[config.mk]
export PLATFORM = sky130hd
export DESIGN_NAME = id_hazard_stall_ctrl
export DESIGN_NICKNAME = d
export VERILOG_FILES = /design/src/rtl/id_hazard_stall_ctrl.sv
export SDC_FILE = /design/constraint.sdc
export NUM_CORES = 1
export LEC_CHECK = 0
export CAP_MARGIN = 20
export CORE_UTILIZATION = 46
export DETAILED_ROUTE_END_ITERATION = 16
export GPL_TIMING_DRIVEN = 1
export HOLD_SLACK_MARGIN = 0.06
export PLACE_DENSITY = 0.89
export SLEW_MARGIN = 10
export SYNTH_ARGS = -nofsm -noshare
export SYNTH_HDL_FRONTEND = slang
export SYNTH_SLANG_ARGS = --single-unit
[constraint.sdc]
create_clock -name clk -period 4.64 [get_ports clk]
set_input_delay 0.696 -clock clk [delete_from_list [all_inputs] [get_ports clk]]
set_output_delay 0.696 -clock clk [all_outputs]
set_load 0.02 [all_outputs]
[src/rtl/id_hazard_stall_ctrl.sv]
// ID-stage stall/flush sequencer: detects operand hazards that the EX/MEM-only ID forwarding path
// cannot cover, holds PC and IF/ID, bubbles ID/EX, flushes on taken branches and counts stall cycles.
module id_hazard_stall_ctrl #(
  parameter int CNT_W = 16
) (
  input  logic             clk,
  input  logic             rst_n,
  input  logic             run_en,
  input  logic [4:0]       rs_id,
  input  logic [4:0]       rt_id,
  input  logic             uses_rt_id,
  input  logic             branch_id,
  input  logic             branch_taken_id,
  input  logic [4:0]       rd_ex,
  input  logic             reg_write_ex,
  input  logic             mem_read_ex,
  input  logic [4:0]       rd_mem,
  input  logic             mem_read_mem,
  output logic             pc_write,
  output logic             if_id_write,
  output logic             id_ex_bubble,
  output logic             if_id_flush,
  output logic [1:0]       hazard_type,
  output logic [CNT_W-1:0] stall_cycles
);

  typedef enum logic {IDLE, HOLD} state_t;

  state_t           state_reg, state_next;
  logic [CNT_W-1:0] cnt_reg;

  logic rt_used, match_ex, match_mem;
  logic haz_load_br, haz_alu_br, haz_mem_br, haz_load_use;
  logic stall, frozen;
  logic [1:0] type_next;

  // Branches compare both operands in ID, so rt always counts as read for them.
  assign rt_used   = uses_rt_id | branch_id;
  assign match_ex  = (rd_ex  != 5'd0) && ((rd_ex  == rs_id) || (rt_used && (rd_ex  == rt_id)));
  assign match_mem = (rd_mem != 5'd0) && ((rd_mem == rs_id) || (rt_used && (rd_mem == rt_id)));

  assign haz_load_br  = branch_id  && mem_read_ex && match_ex;
  assign haz_alu_br   = branch_id  && reg_write_ex && !mem_read_ex && match_ex;
  assign haz_mem_br   = branch_id  && mem_read_mem && match_mem;
  assign haz_load_use = !branch_id && mem_read_ex && match_ex;

  always_comb begin
    stall      = 1'b0;
    type_next  = 2'd0;
    state_next = state_reg;
    case (state_reg)
      IDLE: begin
        if (haz_load_br) begin
          stall      = 1'b1;
          type_next  = 2'd3;
          state_next = HOLD;
        end else if (haz_alu_br) begin
          stall     = 1'b1;
          type_next = 2'd2;
        end else if (haz_mem_br) begin
          stall     = 1'b1;
          type_next = 2'd3;
        end else if (haz_load_use) begin
          stall     = 1'b1;
          type_next = 2'd1;
        end
      end
      HOLD: begin
        stall      = 1'b1;
        type_next  = 2'd3;
        state_next = IDLE;
      end
      default: state_next = IDLE;
    endcase
  end

  // Reset and debug freeze both present a held pipeline with a bubble and no hazard report.
  assign frozen       = !rst_n || !run_en;
  assign pc_write     = !frozen && !stall;
  assign if_id_write  = !frozen && !stall;
  assign id_ex_bubble = frozen || stall;
  assign if_id_flush  = !frozen && !stall && branch_taken_id;
  assign hazard_type  = frozen ? 2'd0 : type_next;
  assign stall_cycles = cnt_reg;

  always_ff @(posedge clk or negedge rst_n) begin
    if (!rst_n) begin
      state_reg <= IDLE;
      cnt_reg   <= '0;
    end else if (run_en) begin
      state_reg <= state_next;
      if (stall && (cnt_reg != {CNT_W{1'b1}}))
        cnt_reg <= cnt_reg + CNT_W'(1);
    end
  end

endmodule

==> reports/metrics.yaml, run 1 <==
layout:
  area_growth_pct: 45.56
  nNetsFinal: 210
  n_antenna_cell: 0
  largest_reg_flops: 16
  fin_area_um2: 1807
  final_util_pct: 71.63
  finalNonFillerCells: 209
  drive_gt1_share_pct: 7.821
setup_path:
  critPathMaxStageDelay_ns: 0.61
  r2r-start: "stall_cycles[0]$_DFFE_PN0P_"
  startpoint: "rd_ex[1]"
  cp_num_cells: 8
  startpoint_type: "input port"
  cp.arrival_ns: 3.01
  reg2reg_to: "stall_cycles[5]$_DFFE_PN0P_"
  rr_worst_depth: 8
  cp-end-kind: "output pin"
  rrSetupSlack_ns: 2.39
  path_cells: "clkdlybuf4s50_1 > xnor2_1 > nand4_1 > o32ai_4 > nand3_1 > o21bai_1 > a21oi_1 > clkdlybuf4s50_1"
  cp_top_family: "buffers and inverters"
  cp_max_fo: 4
  critPathBufInv: 2
  crit_path_end: "hazard_type[1]"
  critPathRequiredTime_ns: 3.94
  slowest_stage: "clkdlybuf4s50_1"
  crit_top_cell: "clkdlybuf4s50_1"
  crit_type: "input port to output pin"
hold_path:
  hold_depth: 1
  hold_class: "flip-flop to flip-flop"
floorplanning:
  start_util_pct: 49.21
  fp.dieArea_um2: 2910
  core-area_um2: 2522
  ios: 51
  num_rows: 18
  chipWidth_um: 53.95
  die_y_um: 53.95
logic_synthesis:
  synth_warnings: 0
  synth_edf_count: 0
  ys.flop_type: "dfrtp_1"
  netlist_instances: 126
  synth_cell_types: 31
  synth_nets: 156
  ys_seq_area_share_pct: 34.27
  syn_avg_cell_area_um2: 9.851
  async_flop_share_pct: 100.0
  ys_ff_latch: 17
  syn_area_um2: 1241
clocking:
  cts_buffers: 3
  tritoncts: "built"
  cts_sinks: 17
  root_buffer: "clkbuf_4"
  cts_resized: 0
  postCtsSetupRepairBufs: 0
  cts_max_level: 1
  insertion_delay_ns: 0.29
  clk_pin_slew_ns: 0.10
  cts_hold_buf: 0
  ctsLongestPathBuffers: 2
sta:
  clock.fmax_mhz: 270.0
  period_share_pct: 79.82
  setup_viol: 0
  period_needed_ns: 3.704
  maxSlewViolCount: 0
  final.setup.worst_slack_ns: 0.9364
  hold_viol_final: 0
  setup_tns_ns: 0
  rsz0062_at_grt: "no"
  hold_slack_ns: 0.5114
  clock_skew_ns: 0.005164
  relSlewSlack_pct: 68.81
  max_slew.worst_pin.slew_ns: 0.4664
detailed_routing:
  drt_iter0_drc: 27
  drc: 0
  firstDrtPassIters: 4
  ant_nets: 0
  routed_via_density: 5.656
  finalWirelength_um: 3217
  wl_per_cell_um: 15.39
  num_vias: 1182
outcome:
  outcome: "completed"
grt:
  grt.total_usage_pct: 24.05
  grt_pass1_vias: 1136
  antenna_found_initial: 0
  grt_start_max_net_pins: 17
  grt_pass1_wl_um: 5037
  grt_overflow: 0
placed_design:
  post-dp-hpwl_um: 2502
  port_buffers: 50
  placed_cell_area_um2: 1772
  place_inst: 204
  gp_congestion: 0.8252
  place_ws_ns: 0.9366
power:
  p_per_area_nw_per_um2: 219.5
  p_total_mw: 0.3965
  p_leak_nw: 0.7370
  vdd_ir_drop_max_v: 0.0002451
run:
  drv_cap: 0
## logic make-up after synthesis
kind of cell	count (synthesis)	synth area share, %
AO/OA/AOI/OAI	26	19.56
XOR/XNOR	35	24.70
adder cells (fa/ha/maj)	1	1.008
buffers and inverters	8	3.024
flip-flops	17	34.27
multiplexers	1	0.9072
AND/OR/NAND/NOR	38	16.53
## layer usage
layer / track usage (%) / wire length, um
met3: 4.802 / 136
met5: 0 / 0
met2: 40.53 / 1606
met1: 29.72 / 1422
met4: 9.649 / 52
## Yosys cell counts, drive strengths merged (2+ instances only)
cell / instances / area share (%)
nor2: 4 / 1.2
nand4: 6 / 3.0
xor2: 17 / 12
nand2: 9 / 2.7
dfrtp: 17 / 34
xnor2: 18 / 13
a21oi: 4 / 2.5
a2111oi: 4 / 3.6
buf: 4 / 1.8
and4: 2 / 1.4
o32ai: 2 / 3.5
and3: 2 / 1.0
nand3: 13 / 6.3
inv: 4 / 1.2
a211oi: 10 / 6.5
## worst min path at each step
stage | endpoint | start | slack [ns]
after floorplan | stall_cycles[0]$_DFFE_PN0P_ | rst_n | 0.40
after global placement | stall_cycles[15]$_DFFE_PN0P_ | stall_cycles[15]$_DFFE_PN0P_ | 0.48
after detailed placement | stall_cycles[10]$_DFFE_PN0P_ | stall_cycles[10]$_DFFE_PN0P_ | 0.49
after CTS | stall_cycles[10]$_DFFE_PN0P_ | stall_cycles[10]$_DFFE_PN0P_ | 0.51
after global routing | stall_cycles[10]$_DFFE_PN0P_ | stall_cycles[10]$_DFFE_PN0P_ | 0.52
final | stall_cycles[10]$_DFFE_PN0P_ | stall_cycles[10]$_DFFE_PN0P_ | 0.51
## report_power, final
group | switching [mW] | internal (mW)
sequential | 0.0153 | 0.160
clock | 0.0481 | 0.0321
combinational | 0.0678 | 0.0735
total | 0.131 | 0.265
## cells in the final DEF (no fill, tap or decap), types with 2 or more instances in the layout
master            n
clkdlybuf4s50_1  50
xnor2_1          18
xor2_1           17
dfrtp_1          17
nand3_1          12
nand2_1           9
a211oi_1          9
nand4_1           6
nor2_1            4
inv_1             4
a21oi_1           3
a2111oi_1         3
clkbuf_4          3
buf_4             3
and4_1            2
and3_1            2
## final cells by class
| cell class | count | area, um2 |
|---|---|---|
| Inverter | 4 | 15.01 |
| Clock inverter | 1 | 5.005 |
| Fill cell | 194 | 715.7 |
| Tap cell | 30 | 37.54 |
| Timing Repair Buffer | 53 | 523.0 |
| Clock buffer | 3 | 22.52 |
| Sequential cell | 17 | 425.4 |
| Multi-Input combinational cell | 101 | 778.2 |
No activity file was read; power rests on OpenSTA's default activity.
==> inputs of run 2 (changes only) <==
CORE_UTILIZATION = 39   (was 46)
PLACE_DENSITY = 0.81   (was 0.89)
clock period = 3 ns   (was 4.64 ns; I/O delays follow)
==> reports/metrics.yaml, run 2 (synthesis gave the netlist of run 1 again) <==
sta:
  rsz0062_at_grt: "no"
  period_needed_ns: 2.901
  final.setup.worst_slack_ns: 0.09933
  clock.fmax_mhz: 344.7
  maxSlewViolCount: 0
  relSlewSlack_pct: 58.62
  hold_viol_final: 0
  period_share_pct: 96.69
  max_slew.worst_pin.slew_ns: 0.6166
  clock_skew_ns: 0.007421
  hold_slack_ns: 0.3564
  setup_viol: 0
setup_path:
  cp_max_fo: 3
  startpoint_type: "input port"
  critPathRequiredTime_ns: 2.55
  crit_type: "input port to output pin"
  rr_worst_depth: 8
  r2r-start: "stall_cycles[0]$_DFFE_PN0P_"
  cp.arrival_ns: 2.45
  reg2reg_to: "stall_cycles[1]$_DFFE_PN0P_"
  critPathMaxStageDelay_ns: 0.47
  path_cells: "clkdlybuf4s50_1 > or3_1 > o311a_1 > a21oi_4 > nand4_1 > inv_1 > dlygate4sd2_1"
  cp-end-kind: "output pin"
  slowest_stage: "clkdlybuf4s50_1"
  rrSetupSlack_ns: 0.51
detailed_routing:
  drc: 0
  finalWirelength_um: 3641
  routed_via_density: 5.252
  firstDrtPassIters: 4
  num_vias: 1250
  drt_iter0_drc: 33
  ant_nets: 0
  wl_per_cell_um: 15.30
power:
  p_per_area_nw_per_um2: 324.4
  p_sw_share_pct: 33.26
  intPower_mw: 0.4196
  combPwrFrac_pct: 37.3
  pwr-share-clk_pct: 19.7
  power_frac_seq_pct: 43.0
  p_leak_nw: 0.8217
  vdd_ir_drop_max_v: 0.0003796
  p_sw_mw: 0.2091
grt:
  grt.total_usage_pct: 22.83
  met1_usage_pct: 26.64
  top_usage_layer: "met2"
  grt_pass1_vias: 1312
  grt_start_max_net_pins: 17
  grt_pass1_wl_um: 5927
  gr-usage-met3_pct: 2.637
  grt_overflow: 0
  antenna_found_initial: 0
  globalRouteMet2Util_pct: 42.86
placed_design:
  gp_congestion: 0.8325
  place_ws_ns: -0.1844
  place_inst: 233
  port_buffers: 50
  post-dp-hpwl_um: 2813
layout:
  area_growth_pct: 56.15
  nNetsFinal: 225
  drive_gt1_share_pct: 15.46
  seq_area_um2: 425.4
  final_cell_mix: "44 x clkdlybuf4s50_1, 18 x xnor2_1, 18 x buf_4"
  finalNonFillerCells: 238
  n_antenna_cell: 0
  largest_reg_flops: 16
  fill_cells: 256
  multiInputGateArea_um2: 789.5
  final_common_cell: "clkdlybuf4s50_1"
clocking:
  tritoncts: "built"
  cts_buffers: 3
  ctsLongestPathBuffers: 2
  clk_pin_slew_ns: 0.10
  cts_max_level: 1
  insertion_delay_ns: 0.29
  cts_hold_buf: 0
  root_buffer: "clkbuf_4"
  cts_sinks: 17
hold_path:
  hold_class: "input port to async pin"
floorplanning:
  die_y_um: 58.42
  num_rows: 20
  ios: 51
  start_util_pct: 40.99
  chipWidth_um: 58.42
  fp.dieArea_um2: 3412
  core-area_um2: 3028
run:
  drv_cap: 0
outcome:
  outcome: "completed"
==> run 2: per-stage QoR <==
step | instance area (um2) | power, mW | util [%] | setup TNS, ns
global route | 1938 | 0.6643 | 64.01 | 0
finish | 1938 | 0.6287 | 64.01 | 0
detailed placement | 1902 | 0.5051 | 62.81 | -0.8785
floorplan | 1241 | 0.3747 | - | 0
CTS | 1922 | 0.6290 | 63.47 | 0
global placement | 1902 | 0.4972 | 62.81 | -0.5399
==> run 2: power by group through the flow <==
stage	logic (mW)	registers [mW]	clock network (mW)
floorplan	0.0828	0.292	0
global placement	0.225	0.272	0
detailed placement	0.231	0.274	0
CTS	0.230	0.271	0.128
global route	0.252	0.273	0.139
finish	0.235	0.270	0.124
==> run 2: layout make-up <==
| type | count | share of cell area, % |
|---|---|---|
| well taps | 44 | 2.841 |
| multi-input cells | 101 | 40.74 |
| inverters | 4 | 0.7747 |
| repair buffers | 68 | 32.28 |
| flip-flops and latches | 17 | 21.95 |
| clock inverters | 1 | 0.2582 |
| clock buffers | 3 | 1.162 |
==> run 2: worst max path at each step <==
stage | start | to | slack, ns
after CTS | rd_mem[0] | hazard_type[1] | 0.07
after global placement | rd_ex[1] | hazard_type[1] | -0.15
after detailed placement | rd_ex[1] | hazard_type[1] | -0.18
after floorplan | rd_mem[0] | pc_write | 0.22
final | rd_mem[0] | if_id_write | 0.1
after global routing | rd_mem[0] | if_id_flush | 0.02
==> run 2: what timing repair did <==
item | in CTS | in global routing
gates cloned | 0 | 0
endpoints found under the hold margin | 0 | 0
resized for setup | 6 | 4
endpoints found under the setup margin | 6 | 2
buffers inserted | 0 | 0
==> run 2: metal layers <==
layer,vias up,part of all wire [%]
li1,595,-
met1,598,42
met2,51,50
met3,6,6.3
met4,0,1.3
met5,-,0
==> run 2: critical path: cells and delay by family <==
kind | cells | cell delay (ns)
compound gates | 2 | 0.53
buf+inv | 3 | 0.92
simple gates | 2 | 0.57
